File: src/rtl/seq_shift_add_mul_if.sv
// -----------------------------------------------------------------------------
// seq_shift_add_mul_if
//
// Purpose : Handshake and operand/result bundle for the seq_shift_add_mul
//           sequential multiplier.
//
// Signals :
//   start    requester -> engine  1        operation request (used in IDLE only)
//   a        requester -> engine  WIDTH    multiplicand
//   b        requester -> engine  WIDTH    multiplier
//   busy     engine -> requester  1        high while an operation is in flight
//   done     engine -> requester  1        one-cycle pulse when product updates
//   product  engine -> requester  2*WIDTH  result, held until the next done
//
// Modports:
//   master  the requester (controller, bus wrapper or testbench)
//   slave   the multiplier engine
// -----------------------------------------------------------------------------
interface seq_shift_add_mul_if #(
   parameter int WIDTH = 16
);

   logic                 start;
   logic [WIDTH-1:0]     a;
   logic [WIDTH-1:0]     b;
   logic                 busy;
   logic                 done;
   logic [2*WIDTH-1:0]   product;

   modport master (
      output start,
      output a,
      output b,
      input  busy,
      input  done,
      input  product
   );

   modport slave (
      input  start,
      input  a,
      input  b,
      output busy,
      output done,
      output product
   );

endinterface : seq_shift_add_mul_if

File: src/rtl/seq_shift_add_mul.sv
// -----------------------------------------------------------------------------
// seq_shift_add_mul
//
// Purpose : Radix-2 shift-and-add sequential multiplier. One partial product
//           is accumulated per clock, so every operation takes exactly WIDTH
//           iterations regardless of operand values. The full 2*WIDTH-bit
//           product is delivered, so the result can never overflow.
//
// Ports   :
//   clk    input   rising-edge clock
//   rst_n  input   asynchronous active-low reset; clears every register and
//                  aborts an operation in flight without a done pulse
//   bus    slave   seq_shift_add_mul_if (start/a/b in, busy/done/product out)
//
// Timing  : start accepted at edge E0 (IDLE only), CALC on edges E1..E_WIDTH,
//           DONE ends at edge E_WIDTH+1 where product is written; done is high
//           for the single cycle after that edge. busy is high in CALC and DONE.
//           Throughput is one multiply per WIDTH+2 cycles.
//
// Options : `define MUL_SIGNED_EN selects two's-complement operands. The
//           multiplicand is then sign-extended at load and the last iteration
//           subtracts instead of adding, because the MSB of b carries weight
//           -2^(WIDTH-1). Without the macro no subtract path is built.
//
// Parameters:
//   WIDTH  operand width, legal range 2..64
//   CNT_W  iteration counter width, derived from WIDTH (local, not overridable)
// -----------------------------------------------------------------------------
module seq_shift_add_mul #(
   parameter int WIDTH = 16
) (
   input  logic                   clk,
   input  logic                   rst_n,
   seq_shift_add_mul_if.slave     bus
);

   // ---------------------------------------------------------------------------
   // Local parameters
   // ---------------------------------------------------------------------------
   localparam int PW    = 2 * WIDTH;
   localparam int CNT_W = $clog2(WIDTH + 1);

   // Counter value on the last CALC iteration.
   localparam logic [CNT_W-1:0] CNT_LAST = CNT_W'(WIDTH - 1);
   localparam logic [CNT_W-1:0] CNT_ONE  = {{(CNT_W-1){1'b0}}, 1'b1};
   localparam logic [CNT_W-1:0] CNT_ZERO = {CNT_W{1'b0}};

   typedef enum logic [1:0] {
      ST_IDLE = 2'd0,
      ST_CALC = 2'd1,
      ST_DONE = 2'd2
   } state_t;

   // ---------------------------------------------------------------------------
   // Helper functions
   // ---------------------------------------------------------------------------

   // Widen an operand to the accumulator width: sign extension in signed mode,
   // zero extension otherwise.
   function automatic logic [PW-1:0] ext_operand(input logic [WIDTH-1:0] op);
`ifdef MUL_SIGNED_EN
      ext_operand = {{WIDTH{op[WIDTH-1]}}, op};
`else
      ext_operand = {{WIDTH{1'b0}}, op};
`endif
   endfunction

   // ---------------------------------------------------------------------------
   // Registers and next-state signals
   // ---------------------------------------------------------------------------
   state_t              state_r;
   state_t              next_state_s;

   logic [PW-1:0]       mcand_r;
   logic [PW-1:0]       mcand_nxt_s;
   logic [WIDTH-1:0]    mplr_r;
   logic [WIDTH-1:0]    mplr_nxt_s;
   logic [PW-1:0]       acc_r;
   logic [PW-1:0]       acc_nxt_s;
   logic [CNT_W-1:0]    cnt_r;
   logic [CNT_W-1:0]    cnt_nxt_s;

   logic [PW-1:0]       product_r;
   logic [PW-1:0]       product_nxt_s;
   logic                done_r;
   logic                done_nxt_s;
   logic                busy_r;
   logic                busy_nxt_s;

   logic                last_iter_s;
   logic [PW-1:0]       acc_step_s;

   // ---------------------------------------------------------------------------
   // Datapath helpers
   // ---------------------------------------------------------------------------

   // Flags the iteration that consumes the multiplier MSB.
   always_comb begin
      last_iter_s = (cnt_r == CNT_LAST);
   end

   // Accumulator update used when the current multiplier bit is set. In signed
   // mode the MSB partial product is negative, hence the subtract on the last
   // iteration; the arithmetic wraps modulo 2^(2*WIDTH) in both modes.
   always_comb begin
`ifdef MUL_SIGNED_EN
      if (last_iter_s) begin
         acc_step_s = acc_r - mcand_r;
      end else begin
         acc_step_s = acc_r + mcand_r;
      end
`else
      acc_step_s = acc_r + mcand_r;
`endif
   end

   // ---------------------------------------------------------------------------
   // Control FSM: next state, datapath loads and registered-output next values
   // ---------------------------------------------------------------------------

   // Next-state and next-register-value logic; every target holds by default.
   always_comb begin
      next_state_s  = state_r;
      mcand_nxt_s   = mcand_r;
      mplr_nxt_s    = mplr_r;
      acc_nxt_s     = acc_r;
      cnt_nxt_s     = cnt_r;
      product_nxt_s = product_r;
      done_nxt_s    = 1'b0;

      case (state_r)
         ST_IDLE: begin
            // Operands are captured only here; a or b moving later is ignored.
            if (bus.start) begin
               mcand_nxt_s  = ext_operand(bus.a);
               mplr_nxt_s   = bus.b;
               acc_nxt_s    = {PW{1'b0}};
               cnt_nxt_s    = CNT_ZERO;
               next_state_s = ST_CALC;
            end else begin
               next_state_s = ST_IDLE;
            end
         end

         ST_CALC: begin
            // start is deliberately not looked at here: requests while busy
            // are dropped, not queued.
            if (mplr_r[0]) begin
               acc_nxt_s = acc_step_s;
            end else begin
               acc_nxt_s = acc_r;
            end
            mcand_nxt_s = {mcand_r[PW-2:0], 1'b0};
            mplr_nxt_s  = {1'b0, mplr_r[WIDTH-1:1]};
            cnt_nxt_s   = cnt_r + CNT_ONE;

            if (last_iter_s) begin
               next_state_s = ST_DONE;
            end else begin
               next_state_s = ST_CALC;
            end
         end

         ST_DONE: begin
            // product only ever changes on this edge, so it is stable through
            // the whole of the following operation.
            product_nxt_s = acc_r;
            done_nxt_s    = 1'b1;
            next_state_s  = ST_IDLE;
         end

         default: begin
            next_state_s = ST_IDLE;
         end
      endcase

      busy_nxt_s = (next_state_s != ST_IDLE);
   end

   // ---------------------------------------------------------------------------
   // Sequential elements
   // ---------------------------------------------------------------------------

   // FSM state register.
   always_ff @(posedge clk or negedge rst_n) begin
      if (!rst_n) begin
         state_r <= ST_IDLE;
      end else begin
         state_r <= next_state_s;
      end
   end

   // Iteration datapath registers.
   always_ff @(posedge clk or negedge rst_n) begin
      if (!rst_n) begin
         mcand_r <= {PW{1'b0}};
         mplr_r  <= {WIDTH{1'b0}};
         acc_r   <= {PW{1'b0}};
         cnt_r   <= CNT_ZERO;
      end else begin
         mcand_r <= mcand_nxt_s;
         mplr_r  <= mplr_nxt_s;
         acc_r   <= acc_nxt_s;
         cnt_r   <= cnt_nxt_s;
      end
   end

   // Registered handshake and result outputs.
   always_ff @(posedge clk or negedge rst_n) begin
      if (!rst_n) begin
         product_r <= {PW{1'b0}};
         done_r    <= 1'b0;
         busy_r    <= 1'b0;
      end else begin
         product_r <= product_nxt_s;
         done_r    <= done_nxt_s;
         busy_r    <= busy_nxt_s;
      end
   end

   // ---------------------------------------------------------------------------
   // Output drive
   // ---------------------------------------------------------------------------
   assign bus.busy    = busy_r;
   assign bus.done    = done_r;
   assign bus.product = product_r;

endmodule : seq_shift_add_mul

File: src/flat_wrapper.sv
// flat-port wrapper written by rule: the top's interface ports become plain ports
module seq_shift_add_mul_flat 
#(
   parameter int WIDTH = 16
)
  (clk, rst_n, bus_start, bus_a, bus_b, bus_busy, bus_done, bus_product);
  seq_shift_add_mul_if #(.WIDTH(WIDTH)) bus_i ();
  input  logic clk;
  input  logic rst_n;
  input wire logic [$bits(bus_i.start)-1:0] bus_start;
  input wire logic [$bits(bus_i.a)-1:0] bus_a;
  input wire logic [$bits(bus_i.b)-1:0] bus_b;
  output wire logic [$bits(bus_i.busy)-1:0] bus_busy;
  output wire logic [$bits(bus_i.done)-1:0] bus_done;
  output wire logic [$bits(bus_i.product)-1:0] bus_product;
  assign bus_i.start = bus_start;
  assign bus_i.a = bus_a;
  assign bus_i.b = bus_b;
  assign bus_busy = bus_i.busy;
  assign bus_done = bus_i.done;
  assign bus_product = bus_i.product;
  seq_shift_add_mul #(.WIDTH(WIDTH)) u_core (.clk(clk), .rst_n(rst_n), .bus(bus_i));
endmodule
File: config.mk
export PLATFORM = sky130hd
export DESIGN_NAME = seq_shift_add_mul_flat
export DESIGN_NICKNAME = d
export VERILOG_FILES = /design/src/rtl/seq_shift_add_mul_if.sv /design/src/rtl/seq_shift_add_mul.sv /design/src/flat_wrapper.sv
export SDC_FILE = /design/constraint.sdc
export NUM_CORES = 1
export LEC_CHECK = 0
export CAP_MARGIN = 20
export CORE_MARGIN = 5
export CORE_UTILIZATION = 30
export CTS_BUF_LIST = sky130_fd_sc_hd__clkbuf_8
export CTS_CLUSTER_DIAMETER = 120
export CTS_CLUSTER_SIZE = 10
export DETAILED_ROUTE_END_ITERATION = 7
export GPL_ROUTABILITY_DRIVEN = 0
export RECOVER_POWER = 25
export SYNTH_ARGS = -nofsm -noshare
export SYNTH_HDL_FRONTEND = slang
export SYNTH_SLANG_ARGS = --single-unit
File: constraint.sdc
create_clock -name clk -period 3.25 [get_ports clk]
set_input_delay 0.65 -clock clk [delete_from_list [all_inputs] [get_ports clk]]
set_output_delay 0.65 -clock clk [all_outputs]
set_load 0.01 [all_outputs]
==> Yosys cells after proc, flatten, opt, wreduce, memory -nomap -nowiden <==
Index checks and enable logic that the tools add are counted.
{ "word_totals": {"ff_bits": 121, "in_bits": 35, "output_inout_bits": 34} }
{ "classes": {"n_addsub": 2, "n_eq_ne": 5, "mux": 13, "reduce_logical": 5} }
{ "ops": {"columns": ["op", "count"], "rows": [
  ["case mux 32 bit (2 select lines)", 2],
  ["2-to-1 mux 32 bit", 3],
  ["adder 32 bit", 1],
  ["case mux 16 bit (2 select lines)", 1],
  ["2-to-1 mux 16 bit", 1],
  ["case mux 5 bit (2 select lines)", 1],
  ["adder 5 x 1 -> 5 bit (second input constant)", 1],
  ["equality test 5 x 4 -> 1 bit (second input constant)", 1],
  ["2-to-1 mux 5 bit", 1],
  ["case mux 2 bit (2 select lines)", 1],
  ["nonzero test 2 bit", 2],
  ["AND reduction 3 bit", 1],
  ["equality test 2 x 1 -> 1 bit (second input constant)", 1],
  ["equality test 2 bit (second input constant)", 1],
  ["logical NOT 2 bit", 1],
  ["2-to-1 mux 1 bit", 2],
  ["2-to-1 mux 2 bit", 1],
  ["!= test 2 x 1 -> 1 bit (second input constant)", 1],
  ["!= test 2 bit (second input constant)", 1],
  ["AND reduction 2 bit", 1]
]} }

==> Depth between registers and ports, before layout <==
{ "logic_depth": {"word_depth": 4, "mapped_depth": 12, "mapped_depth_nobuf": 12} }

==> Worst setup path before layout <==
OpenSTA, ideal clock, no wires.
{ "synth_timing": {"path_type": "reg2reg", "start": "register u_core.acc_r[0]", "end": "register u_core.acc_r[24]", "setup_time_ns": 0.133, "arrival_ns": 2.443, "required_ns": 3.117, "setup_slack_ns": 0.674, "stages_incl_launch_ff": 13, "period_less_slack_ns": 2.576, "cell_sequence": "dfrtp_1 > ha_1 > inv_1 > fa_1 > nand2b_1 > a21oi_2 > o221ai_2 > a21oi_2 > o211ai_2 > o31a_2 > o21ba_2 > xnor2_1 > o21ai_0"} }
{ "synth_between": {"elab_chain_len": 3} }
{ "synth_rtl": {"columns": ["element", "line", "text"], "rows": [
  ["start, declared", "seq_shift_add_mul.sv:78", "logic [PW-1:0] acc_r;"],
  ["start signal, assigned", "seq_shift_add_mul.sv:198", "acc_r <= {PW{1'b0}};"],
  ["start signal, assigned", "seq_shift_add_mul.sv:203", "acc_r <= acc_nxt_s;"],
  ["adder 32 bit", "seq_shift_add_mul.sv:113", "acc_step_s = acc_r + mcand_r;"],
  ["2-to-1 mux 32 bit", "seq_shift_add_mul.sv:148", "if (mplr_r[0]) begin"],
  ["case mux 32 bit (2 select lines)", "seq_shift_add_mul.sv:131", "case (state_r)"]
]} }
Every way passes these cells. The select of a mux whose other input is x is not followed.
A chain may end at the register's enable or synchronous reset.

==> Worst setup path after layout <==
{ "layout_timing": {"start": "register u_core.mcand_r[0]", "end": "register u_core.acc_r[24]"} }
{ "layout_between": {"elab_chain_len": 3} }
{ "layout_rtl": {"columns": ["element", "line", "text"], "rows": [
  ["start, declared", "seq_shift_add_mul.sv:74", "logic [PW-1:0] mcand_r;"],
  ["start signal, assigned", "seq_shift_add_mul.sv:196", "mcand_r <= {PW{1'b0}};"],
  ["start signal, assigned", "seq_shift_add_mul.sv:201", "mcand_r <= mcand_nxt_s;"],
  ["adder 32 bit", "seq_shift_add_mul.sv:113", null],
  ["2-to-1 mux 32 bit", "seq_shift_add_mul.sv:148", null],
  ["case mux 32 bit (2 select lines)", "seq_shift_add_mul.sv:131", null]
]} }
Every way passes these cells. The select of a mux whose other input is x is not followed.

==> metrics.md <==
| Metric | Value |
|---|---|
| Drt drc | 0 |
| Synth top cells by count | 121 x dfrtp_1, 85 x nand2_1, 82 x nor2_1, 64 x o21ai_0, 33 x ha_1 |
| Vias in the first global route | 4949 |
| Die Span X | 154.4 microns |
| Drt pass-1 iters | 5 |
| Power per cell area | 1107 nW/um^2 |
| Vias per cell | 4.900 |
| CTS tree | yes |
| Clock root buffer master | clkbuf_8 |
| Number of inserted diodes | 0 |
| Placed cells | 973 |
| Status | finished clean |
| Setup bufs post-CTS | 0 |
| Most used flip-flop cell after synthesis | dfrtp_1 |
| Mapped Area | 6255 sq um |
| Syn. warnings | 0 |
| Hpwl dp | 10610 microns |
| Period utilization | 89.46% |
| CP max FO | 4 |
| Setup crit start kind | register |
| Max-slew headroom | 10.96% |
| Height of the die | 154.4 microns |
| Clock-pin slew on the worst setup and hold paths | 0.08 ns |
| # fillers | 2045 |
| Starting DRT DRC Count | 267 |
| Skew final | 0.01287 ns |
| Async SR Flop Fraction | 100.0% |
| Post-layout minimum cycle time | 2.907 ns |
| Worst hold slack | 0.2496 ns |
| Layout Nets | 791 |
| Worst path arrival time | 3.27 ns |
| Sequential share of the synthesized area | 48.41% |
| Area Overhead vs Synth | 21.94% |
| Req. time, crit path | 3.61 ns |
| Largest net degree at the start of global routing | 51 |
| Post-Syn Area per Cell | 9.578 sq um |
| Vias post-DR | 4924 |
| Setup TNS | 0 ns |
| Initial antenna violation count | 0 |
| Synthesized Nets | 722 |
| H-tree level count | 4 |
| Initial core utilization | 30.71% |
| Synthesized flop and latch total | 121 |
| Final core occ | 37.45% |
| Share of cells above drive strength 1 | 11.97% |
| Area leader, netlist | dfrtp_1 |
| Setup violations, final | 0 |
| Final Hold Vio Count | 0 |
| Core area | 20360 sq um |
| RSZ-0062 raised after global routing | no |
| Yosys top cell area share | 48.41% |
| Critical path class | register to register |
| Clk_lat worst skew | 0.45 ns |
| # hold bufs at CTS | 0 |
| CTS max path bufs | 2 |
| Min-delay worst type | input pin to async pin |
| CTS sink count | 121 |
| Final Slew Violations | 0 |
| Cells after Synth | 653 |
| Slew @ Worst Pin | 1.336 ns |
| Number of synthesized flops with an enable pin | 0 |
| WL per Instance | 14.88 microns |
| Setup crit end kind | register |
| Site Rows | 52 |
| Finished Layout Cells | 1005 |
| Cts repair resizes | 0 |
| Peak Freq | 344.0 MHz |
| Overall routing resource usage | 12.99% |
| First-pass GRT wire length | 25280 microns |
| Most common cell in the netlist | dfrtp_1 |
| Library cells used by synthesis | 54 |
| I/O Buffers | 68 |
| Worst VDD drop | 0.0004060 V |
| TritonCTS Buffers | 17 |
| Post-route ant nets | 0 |
| Top cells by area, synth | dfrtp_1 48%, ha_1 6.6%, mux2_2 5.6% |
| Max_cap viols | 0 |
| Gr ovfl total | 0 |
| WL final | 14950 microns |
| DIE AREA | 23840 sq um |
| P_leak | 3.193 nW |
| IO Pins | 69 |
## power breakdown
| part | internal [mW] | switching (mW) |
|---|---|---|
| Clock | 0.624 | 0.654 |
| Combinational | 1.93 | 2.62 |
| Sequential | 2.14 | 0.479 |
## cells in the final DEF, fill, tap and decap left out, types with 4 or more instances in the layout
cell	instances
ha_1	33
nor2_1	81
o21a_1	4
o211ai_1	5
nand2_1	85
inv_1	12
clkinvlp_4	6
nand3_1	9
dfrtp_1	121
xor2_1	12
buf_4	8
nand2b_1	5
o22ai_1	32
o21bai_1	7
nand4_1	5
a21o_1	8
nor3_1	10
a21oi_1	30
xnor2_1	11
and2_1	6
clkdlybuf4s50_1	67
a31oi_1	4
mux2_2	31
o21ai_0	64
clkbuf_8	18
## layout make-up
cell class,count,area (sq um),share of cell area [%]
sequential,121,3028,39.70
clock buffer,18,247.7,3.248
clock inverter,14,125.1,1.640
tap,270,337.8,4.429
inverter,12,45.04,0.5906
multi-input combinational,491,3080,40.39
timing repair buffer,79,763.2,10.01
## per-stage QoR
stage,instance area (sq um),setup slack [ns],total power [mW]
CTS,7650,0.3259,8.517
finish,7627,0.3426,8.442
floorplan,6255,0.6736,5.930
global placement,7277,0.4933,7.152
detailed placement,7277,0.3915,7.211
global route,7627,0.1006,9.232
## registers in the layout, summed over array words and instances, names as in the netlist
signal	cells
u_core.acc_r	32
u_core.bus.product	32
u_core.mcand_r	32
u_core.mplr_r	16
u_core.cnt_r	5
u_core.state_r	2
u_core.bus.busy	1
u_core.bus.done	1
## worst max-delay path: stages, from the launching register on
cell and delay [ns]:
dfrtp_1 0.38, ha_1 0.20, inv_1 0.06, fa_1 0.37, nand2b_1 0.22, a21oi_2 0.27, o221ai_2 0.16, a21oi_2 0.19
o211ai_2 0.14, o31a_2 0.37, o21ba_2 0.21, xnor2_1 0.11, o21ai_0 0.15
## cell families (layout without fill, tap and decap cells)
group           count (synthesis)  after routing  synth area share (%)
flops                         121            121                 48.41
fa+ha+maj                      34             34                 6.921
compound gates                180            180                 17.76
xor+xnor                       23             23                 3.221
buf+inv                        41            123                 2.460
simple gates                  221            221                 15.32
mux                            33             33                 5.901
## path summary, 6_finish.rpt
path	from	end	slack [ns]	cells after the start
max in group asynchronous	rst_n	u_core.mplr_r[11]	1.31	2
min	rst_n	u_core.bus.done	0.25	1
min reg2reg	u_core.cnt_r[3]	u_core.cnt_r[3]	0.50	1
min in group clk	u_core.cnt_r[3]	u_core.cnt_r[3]	0.50	1
max	u_core.mcand_r[0]	u_core.acc_r[24]	0.34	12
max reg2reg	u_core.mcand_r[0]	u_core.acc_r[24]	0.34	12
## per-layer routing
layer | vias up | global-route usage (%) | routed length, microns
met5 | - | 0 | 0
met4 | 0 | 3.532 | 152
met3 | 12 | 4.051 | 810
met2 | 81 | 20.26 | 6807
met1 | 2370 | 17.54 | 7183
li1 | 2461 | - | -
Note: power is estimated with default switching activity, not from simulation.
